<file path="config.mk">
export PLATFORM = sky130hd
export DESIGN_NAME = up_counter_seq
export DESIGN_NICKNAME = d
export VERILOG_FILES = /design/src/rtl/up_counter_seq.sv
export SDC_FILE = /design/constraint.sdc
export NUM_CORES = 1
export LEC_CHECK = 0
export ABC_CLOCK_PERIOD_IN_PS = 3800
export BUFFER_PORTS_ARGS = -buffer_cell sky130_fd_sc_hd__buf_2
export CORE_UTILIZATION = 44
export CTS_CLUSTER_SIZE = 20
export DETAILED_ROUTE_END_ITERATION = 12
export PLACE_DENSITY_LB_ADDON = 0.25
export SYNTH_ARGS = -nofsm -noshare
export SYNTH_HDL_FRONTEND = slang
export SYNTH_SLANG_ARGS = --single-unit
</file>
<file path="constraint.sdc">
create_clock -name clk -period 3.8 [get_ports clk]
set_clock_uncertainty 0.1 [all_clocks]
set_input_delay 0.57 -clock clk [delete_from_list [all_inputs] [get_ports clk]]
set_output_delay 0.57 -clock clk [all_outputs]
set_load 0.03 [all_outputs]
</file>
<file path="src/rtl/up_counter_seq.sv">
// up_counter_seq
//
// Sequencing controller for an external CNT_W-bit up counter. A start
// command carries a target count and a repeat count. The controller then
// repeatedly clears the counter, lets it count up to the target, and
// compares. After the requested number of runs it pulses done. It owns
// the counter's reset (cnt_rst_h) and enable (cnt_en).
//
// Optional build macro:
//   UP_COUNTER_SEQ_HOLD_EN
//     When defined, the counter is not cleared when the final run
//     completes, so cnt_out keeps showing target after done.
//     When undefined, the DONE cycle clears the counter.
//
// Ports:
//   clk        clock; all logic on posedge
//   rst_h      synchronous active-high reset
//   start      command strobe; sampled only in IDLE
//   target     terminal count per run; latched on accepted start
//   reps       number of runs; latched on accepted start; 0 means 1
//   abort      cancel the current sequence (priority over start in IDLE)
//   busy       high in any state other than IDLE
//   done       one-cycle pulse when all runs complete
//   err        sticky error flag; cleared by the next accepted start
//   rep_cnt    completed runs in the current sequence
//   cnt_rst_h  reset to the counter
//   cnt_en     count enable to the counter
//   cnt_out    counter value
module up_counter_seq #(
  parameter int unsigned CNT_W = 4,
  parameter int unsigned REP_W = 4
) (
  input  logic             clk,
  input  logic             rst_h,
  input  logic             start,
  input  logic [CNT_W-1:0] target,
  input  logic [REP_W-1:0] reps,
  input  logic             abort,
  output logic             busy,
  output logic             done,
  output logic             err,
  output logic [REP_W-1:0] rep_cnt,
  output logic             cnt_rst_h,
  output logic             cnt_en,
  input  logic [CNT_W-1:0] cnt_out
);

  typedef enum logic [1:0] {
    S_IDLE = 2'd0,
    S_CLR  = 2'd1,
    S_RUN  = 2'd2,
    S_DONE = 2'd3
  } state_e;

  state_e           state_q,   state_d;
  logic [CNT_W-1:0] target_q,  target_d;
  logic [REP_W-1:0] reps_q,    reps_d;
  logic [REP_W-1:0] rep_cnt_q, rep_cnt_d;
  logic             busy_q,    busy_d;
  logic             done_q,    done_d;
  logic             err_q,     err_d;

  logic             at_target;
  logic             overshoot;
  logic [REP_W-1:0] rep_next;
  logic             last_run;
  logic             active;
  logic             done_clear;

  // Unsigned CNT_W-bit comparisons against the latched target.
  assign at_target = (cnt_out == target_q);
  assign overshoot = (cnt_out >  target_q);

  // reps_q never exceeds 2^REP_W-1, so rep_cnt cannot wrap.
  assign rep_next  = rep_cnt_q + REP_W'(1);
  assign last_run  = (rep_next == reps_q);

  assign active    = (state_q == S_CLR) || (state_q == S_RUN);

  // ---------------------------------------------------------------------
  // Next-state logic
  // ---------------------------------------------------------------------
  always_comb begin
    state_d   = state_q;
    target_d  = target_q;
    reps_d    = reps_q;
    rep_cnt_d = rep_cnt_q;
    err_d     = err_q;
    done_d    = 1'b0;

    unique case (state_q)
      S_IDLE: begin
        // abort wins over start: the command is dropped entirely.
        if (!abort && start) begin
          if (target != '0) begin
            target_d  = target;
            reps_d    = (reps == '0) ? REP_W'(1) : reps;
            rep_cnt_d = '0;
            err_d     = 1'b0;
            state_d   = S_CLR;
          end else begin
            err_d     = 1'b1;
          end
        end
      end

      S_CLR: begin
        state_d = abort ? S_IDLE : S_RUN;
      end

      S_RUN: begin
        if (abort) begin
          state_d = S_IDLE;
        end else if (overshoot) begin
          err_d   = 1'b1;
          state_d = S_IDLE;
        end else if (at_target) begin
          rep_cnt_d = rep_next;
          if (last_run) begin
            state_d = S_DONE;
            done_d  = 1'b1;
          end else begin
            state_d = S_CLR;
          end
        end
      end

      S_DONE: begin
        state_d = S_IDLE;
      end

      default: begin
        state_d = S_IDLE;
      end
    endcase

    busy_d = (state_d != S_IDLE);
  end

  // ---------------------------------------------------------------------
  // State and registered outputs
  // ---------------------------------------------------------------------
  always_ff @(posedge clk) begin
    if (rst_h) begin
      state_q   <= S_IDLE;
      target_q  <= '0;
      reps_q    <= '0;
      rep_cnt_q <= '0;
      busy_q    <= 1'b0;
      done_q    <= 1'b0;
      err_q     <= 1'b0;
    end else begin
      state_q   <= state_d;
      target_q  <= target_d;
      reps_q    <= reps_d;
      rep_cnt_q <= rep_cnt_d;
      busy_q    <= busy_d;
      done_q    <= done_d;
      err_q     <= err_d;
    end
  end

  // ---------------------------------------------------------------------
  // Counter control. Combinational so the counter is cleared on the same
  // edge that the controller leaves a run (abort, overshoot, reset).
  // ---------------------------------------------------------------------
`ifdef UP_COUNTER_SEQ_HOLD_EN
  assign done_clear = 1'b0;
`else
  assign done_clear = (state_q == S_DONE);
`endif

  always_comb begin
    cnt_rst_h = rst_h
              || (state_q == S_CLR)
              || (active && abort)
              || ((state_q == S_RUN) && overshoot)
              || done_clear;
    cnt_en    = !rst_h && (state_q == S_RUN) && !abort && !at_target;
  end

  assign busy    = busy_q;
  assign done    = done_q;
  assign err     = err_q;
  assign rep_cnt = rep_cnt_q;

endmodule

</file>
==> Yosys cells after proc, flatten, opt, wreduce, memory -nomap -nowiden <==
Index checks and enable logic that the tools add are counted.
{ "word_totals": {"output_inout_bits": 9, "ram_bits": 0, "latchBits": 0, "n_memories": 0, "rom_bits": 0, "in_bits": 16, "regBits": 17, "elab_cells": 66} }
{ "classes": {"bitwise": 2, "div": 0, "mux": 21, "add_sub_neg": 1, "n_lt_le_gt_ge": 1, "shifts": 0, "n_mul": 0, "n_eq_ne": 11, "n_reduce_logical": 23} }
{ "ops": {"columns": ["cell", "n"], "rows": [
  ["two-way mux 4 bit", 6],
  ["two-way mux 2 bit", 7],
  ["!= test 2 bit, second input constant", 6],
  ["equality test 4 bit", 2],
  ["one-hot mux 2 bit (4 select lines)", 1],
  ["one-hot mux 4 bit (2 select lines)", 1],
  ["logical AND 1 bit", 6],
  ["AND reduction 6 bit", 1],
  ["logical OR 1 bit", 5],
  ["two-way mux 1 bit", 5],
  ["OR reduction 5 bit", 1],
  ["adder 4 x 1 -> 4 bit, second input constant", 1],
  ["equality test 2 bit, second input constant", 2],
  ["greater-than comparator 4 bit", 1],
  ["zero test 4 bit", 1],
  ["AND reduction 4 bit", 1],
  ["nonzero test 2 bit", 2],
  ["nonzero test 4 bit", 1],
  ["zero test 1 bit", 3],
  ["AND reduction 3 bit", 1],
  ["equality test 2 x 1 -> 1 bit, second input constant", 1],
  ["zero test 2 bit", 1],
  ["NOT 1 bit", 2],
  ["one-hot mux 1 bit (2 select lines)", 1]
]} }

==> Logic depth before layout (Yosys ltp) <==
{ "depth": {"ltp_word": 8, "depth_mapped": 7, "ltp_nobuf": 7} }

==> Worst setup path before layout <==
No wires, ideal clock.
{ "synth_timing": {"kind": "input -> output", "start": "in cnt_out[1]", "end": "out cnt_rst_h", "setup_slack_ns": 1.212, "path_stages": 5, "n_path_buf": 0, "t_required_ns": 3.130, "arrival_ns": 1.918, "path_cell_list": "ha_1 > nor2b_1 > o211a_1 > nor2_1 > o21ai_0"} }
{ "synth_between": {"elab_chain_cells": 4} }
{ "synth_rtl": {"columns": ["element", "line_no", "rtl"], "rows": [
  ["start, declared", "45", "input logic [CNT_W-1:0] cnt_out"],
  ["greater-than comparator 4 bit", "72", "assign overshoot = (cnt_out > target_q);"],
  ["logical AND 1 bit", "177", "|| ((state_q == S_RUN) && overshoot)"],
  ["logical OR 1 bit", "177", null],
  ["logical OR 1 bit", "178", "|| done_clear;"],
  ["end, declared", "43", "output logic cnt_rst_h,"]
]} }
No other way between the ends.

==> Worst setup path after layout <==
{ "layout_timing": {"start": "reg target_q[1]", "end": "out cnt_rst_h"} }
{ "layout_between": {"elab_chain_cells": 4} }
{ "layout_rtl": {"columns": ["element", "line_no", "rtl"], "rows": [
  ["start, declared", "56", "logic [CNT_W-1:0] target_q, target_d;"],
  ["start signal, assigned", "154", "target_q <= target_d;"],
  ["greater-than comparator 4 bit", "72", null],
  ["logical AND 1 bit", "177", null],
  ["logical OR 1 bit", "177", null],
  ["logical OR 1 bit", "178", null]
]} }
No other way between the ends.

==> impl_metrics.csv <==
group,metric,value,unit
synthesis,synth_edf_count,0,
sta,max_clock_freq,0.4005,GHz
floorplanning,core_region_area,2233,µm²
global_routing,antenna_found_initial,0,
sta,final.period_utilization,65.71,%
sta,post-route-worst-setup-slack,1303,ps
cts,clk_transition_reported_paths,110,ps
layout,seqCellArea,340.3,µm²
layout,drive_above_1_share,28.06,%
synthesis,post-synth-top-count-cell,"dfxtp_1",
cts,ctsLongestPathBuffers,2,
route,detail_route.iter0.violations,26,
synthesis,synth.area.top_cells,"dfxtp_1 (32%), ha_1 (11%), mux2i_1 (7.6%)",
power,max-vdd-ir-drop,0.0002207,V
cts,cts_root_buf,"clkbuf_4",
setup_path,critPathCaptureType,"output pin",
cts,numCtsBuffers,3,
route,detail_route.vias_per_cell,5.299,
cts,sink_count,17,
run,maxCapViolCount,0,
route,post-route-drc-count,0,
setup_path,timing.setup.critical_path_class,"reg -> out",
floorplanning,fp.dieW,50.96,µm
power,power.density,299.4,nW/µm²
synthesis,sequential_share_of_the_synthesized_area,32.27,%
route,routed-via-count,885,
cts,cts_h_tree_lvls,1,
setup_path,worst_setup_path_start_kind,"flop",
sta,hold_viol,0,
layout,fillCellCount,215,
synthesis,ys_top_cells_by_count,"dfxtp_1 (17), nor2_1 (14), ha_1 (9), inv_1 (8), mux2i_1 (8)",
cts,cts_setup_buffers,0,
sta,setup-violations-final,0,
route,drt-pass1-iter-count,6,
cts,worstSkewPairLatency,300,ps
floorplanning,top_level_port_count,25,
synthesis,postSynthCellCount,114,
synthesis,ys_types,39,
synthesis,synth_area,1055,µm²
global_routing,grt_remaining_overflow,0,
layout,diodes,0,
placed_design,place_congestion,0.7713,
sta,slew_violations,0,
layout,multi_input_comb_area,654.4,µm²
synthesis,syn_nets,139,
global_routing,grt_pass1_vias,840,
global_routing,grt_max_degree,20,
floorplanning,initial_standard_cell_utilization_of_the_core,47.23,%
synthesis,syn_area_per_cell,9.252,µm²
layout,final_core_utilization,54.40,%
cts,tritoncts,"yes",
power,total_power,363.8,µW
global_routing,grt_util_all_layers,18.85,%
sta,max-slew-margin-rel,50.90,%
synthesis,synth_warn,0,
hold_path,hold_path.class,"reg -> reg",
floorplanning,die_y,50.96,µm
route,routed_wirelength,2040,µm
cts,post_cts_resized,0,
run_status,status,"finished, final reports clean",
setup_path,worstPathRequired,3130,ps
floorplanning,row_count,17,
synthesis,cell_taking_the_most_area_after_synthesis,"dfxtp_1",
power,power.leakage,0.0005172,µW
placed_design,port_buffers,24,
sta,tightestPinTransition,730.8,ps
setup_path,worst_ep_arrival_time,1830,ps
placed_design,pre_cts_ws,1315,ps
setup_path,worstPathMaxFanout,3,
sta,final.min_clock_period,2497,ps
layout,areaGrowthSynthToFinish,15.18,%
synthesis,asyncSetResetFlopFracSynth,0,%
synthesis,number_of_storage_elements_in_the_synthesis_netlist,17,
placed_design,detailed_place_hpwl,1589,µm
sta,holdWs,393.9,ps
sta,grt_setup_unrepaired,"false",
floorplanning,floorplan.die_area,2597,µm²
cts,post_cts_hold_buffer_count,0,
synthesis,yosysTopAreaCellShare,32.27,%
sta,totalNegativeSetupSlack,0,ps
layout,num-nets-final,165,
global_routing,grt_first_pass_wirelength,3670,µm
route,route.detailed.wl_per_inst,12.22,µm
route,ant_nets,0,
synthesis,yosys_most_used_dff,"dfxtp_1",
-- worst paths after layout --
| kind | start | endpoint | slack (ps) | cells past startpoint |
|---|---|---|---|---|
| setup / recovery | target_q[1]$_SDFFE_PP0P_ | cnt_rst_h | 1300 | 7 |
| hold / removal | err$_SDFFE_PP0P_ | err$_SDFFE_PP0P_ | 390 | 1 |
| setup reg to reg | state_q[0]$_SDFF_PP0_ | busy$_SDFF_PP0_ | 1570 | 8 |
| hold reg to reg | err$_SDFFE_PP0P_ | err$_SDFFE_PP0P_ | 390 | 1 |
-- through the flow --
step	std cells	instance area, µm²
after global routing	167	1215
after global placement	163	1187
after floorplan	114	1055
after detailed placement	163	1187
final	167	1215
after CTS	167	1215
-- area by class of cell --
cell class                      count  share of cell area (%)
Multi-Input combinational cell     85                   53.86
Sequential cell                    17                   28.01
Timing Repair Buffer               25                   10.50
Tap cell                           28                   2.884
Inverter                            8                   2.472
Clock buffer                        3                   1.854
Clock inverter                      1                  0.4119
-- state kept, by name (all words and copies together), names as in the netlist --
register and flops:
err 1, rep_cnt 4, state_q 2, reps_q 4, busy 1, target_q 4, done 1
-- critical path, stage by stage (launching register included) --
cell     delay [ps]
dfxtp_1         350
inv_1            50
ha_1            310
nor2b_1         140
o211a_1         220
nor2_1          150
o21ai_0         110
buf_2           200
-- cells by family (layout without fill, tap and decap cells) --
group	count (synthesis)	after routing	share of synthesized area, %
compound gates	24	24	16.25
buf+inv	12	37	5.693
fa+ha+maj	9	9	10.68
simple gates	38	38	21.83
flops	17	17	32.27
xor+xnor	6	6	5.695
mux	8	8	7.592
-- layer usage --
layer / vias to the layer above / global-route usage [%] / part of all wire (%)
li1: 459 / - / -
met1: 401 / 25.54 / 52
met4: 0 / 6.944 / 0.78
met2: 23 / 30.04 / 44
met3: 2 / 2.679 / 3.6
met5: - / 0 / 0
-- cells in the final DEF (no fill, tap or decap), types with 3 or more instances in the layout --
cell / synthesis / routed
dfxtp_1: 17 / 17
mux2i_1: 8 / 8
nand3_1: 3 / 3
a21oi_1: 5 / 5
clkbuf_4: 0 / 3
xnor2_1: 3 / 3
buf_2: 1 / 24
o21ai_0: 6 / 6
inv_1: 8 / 8
nand2_1: 5 / 5
nor3_1: 4 / 4
nor2_1: 14 / 14
ha_1: 9 / 9
-- where the power goes --
group	internal (µW)	total, µW	switching [µW]
combinational	30.5	71.2	40.7
clock	39.2	103	63.4
sequential	185	190	4.79
No activity file was read; power rests on OpenSTA's default activity.
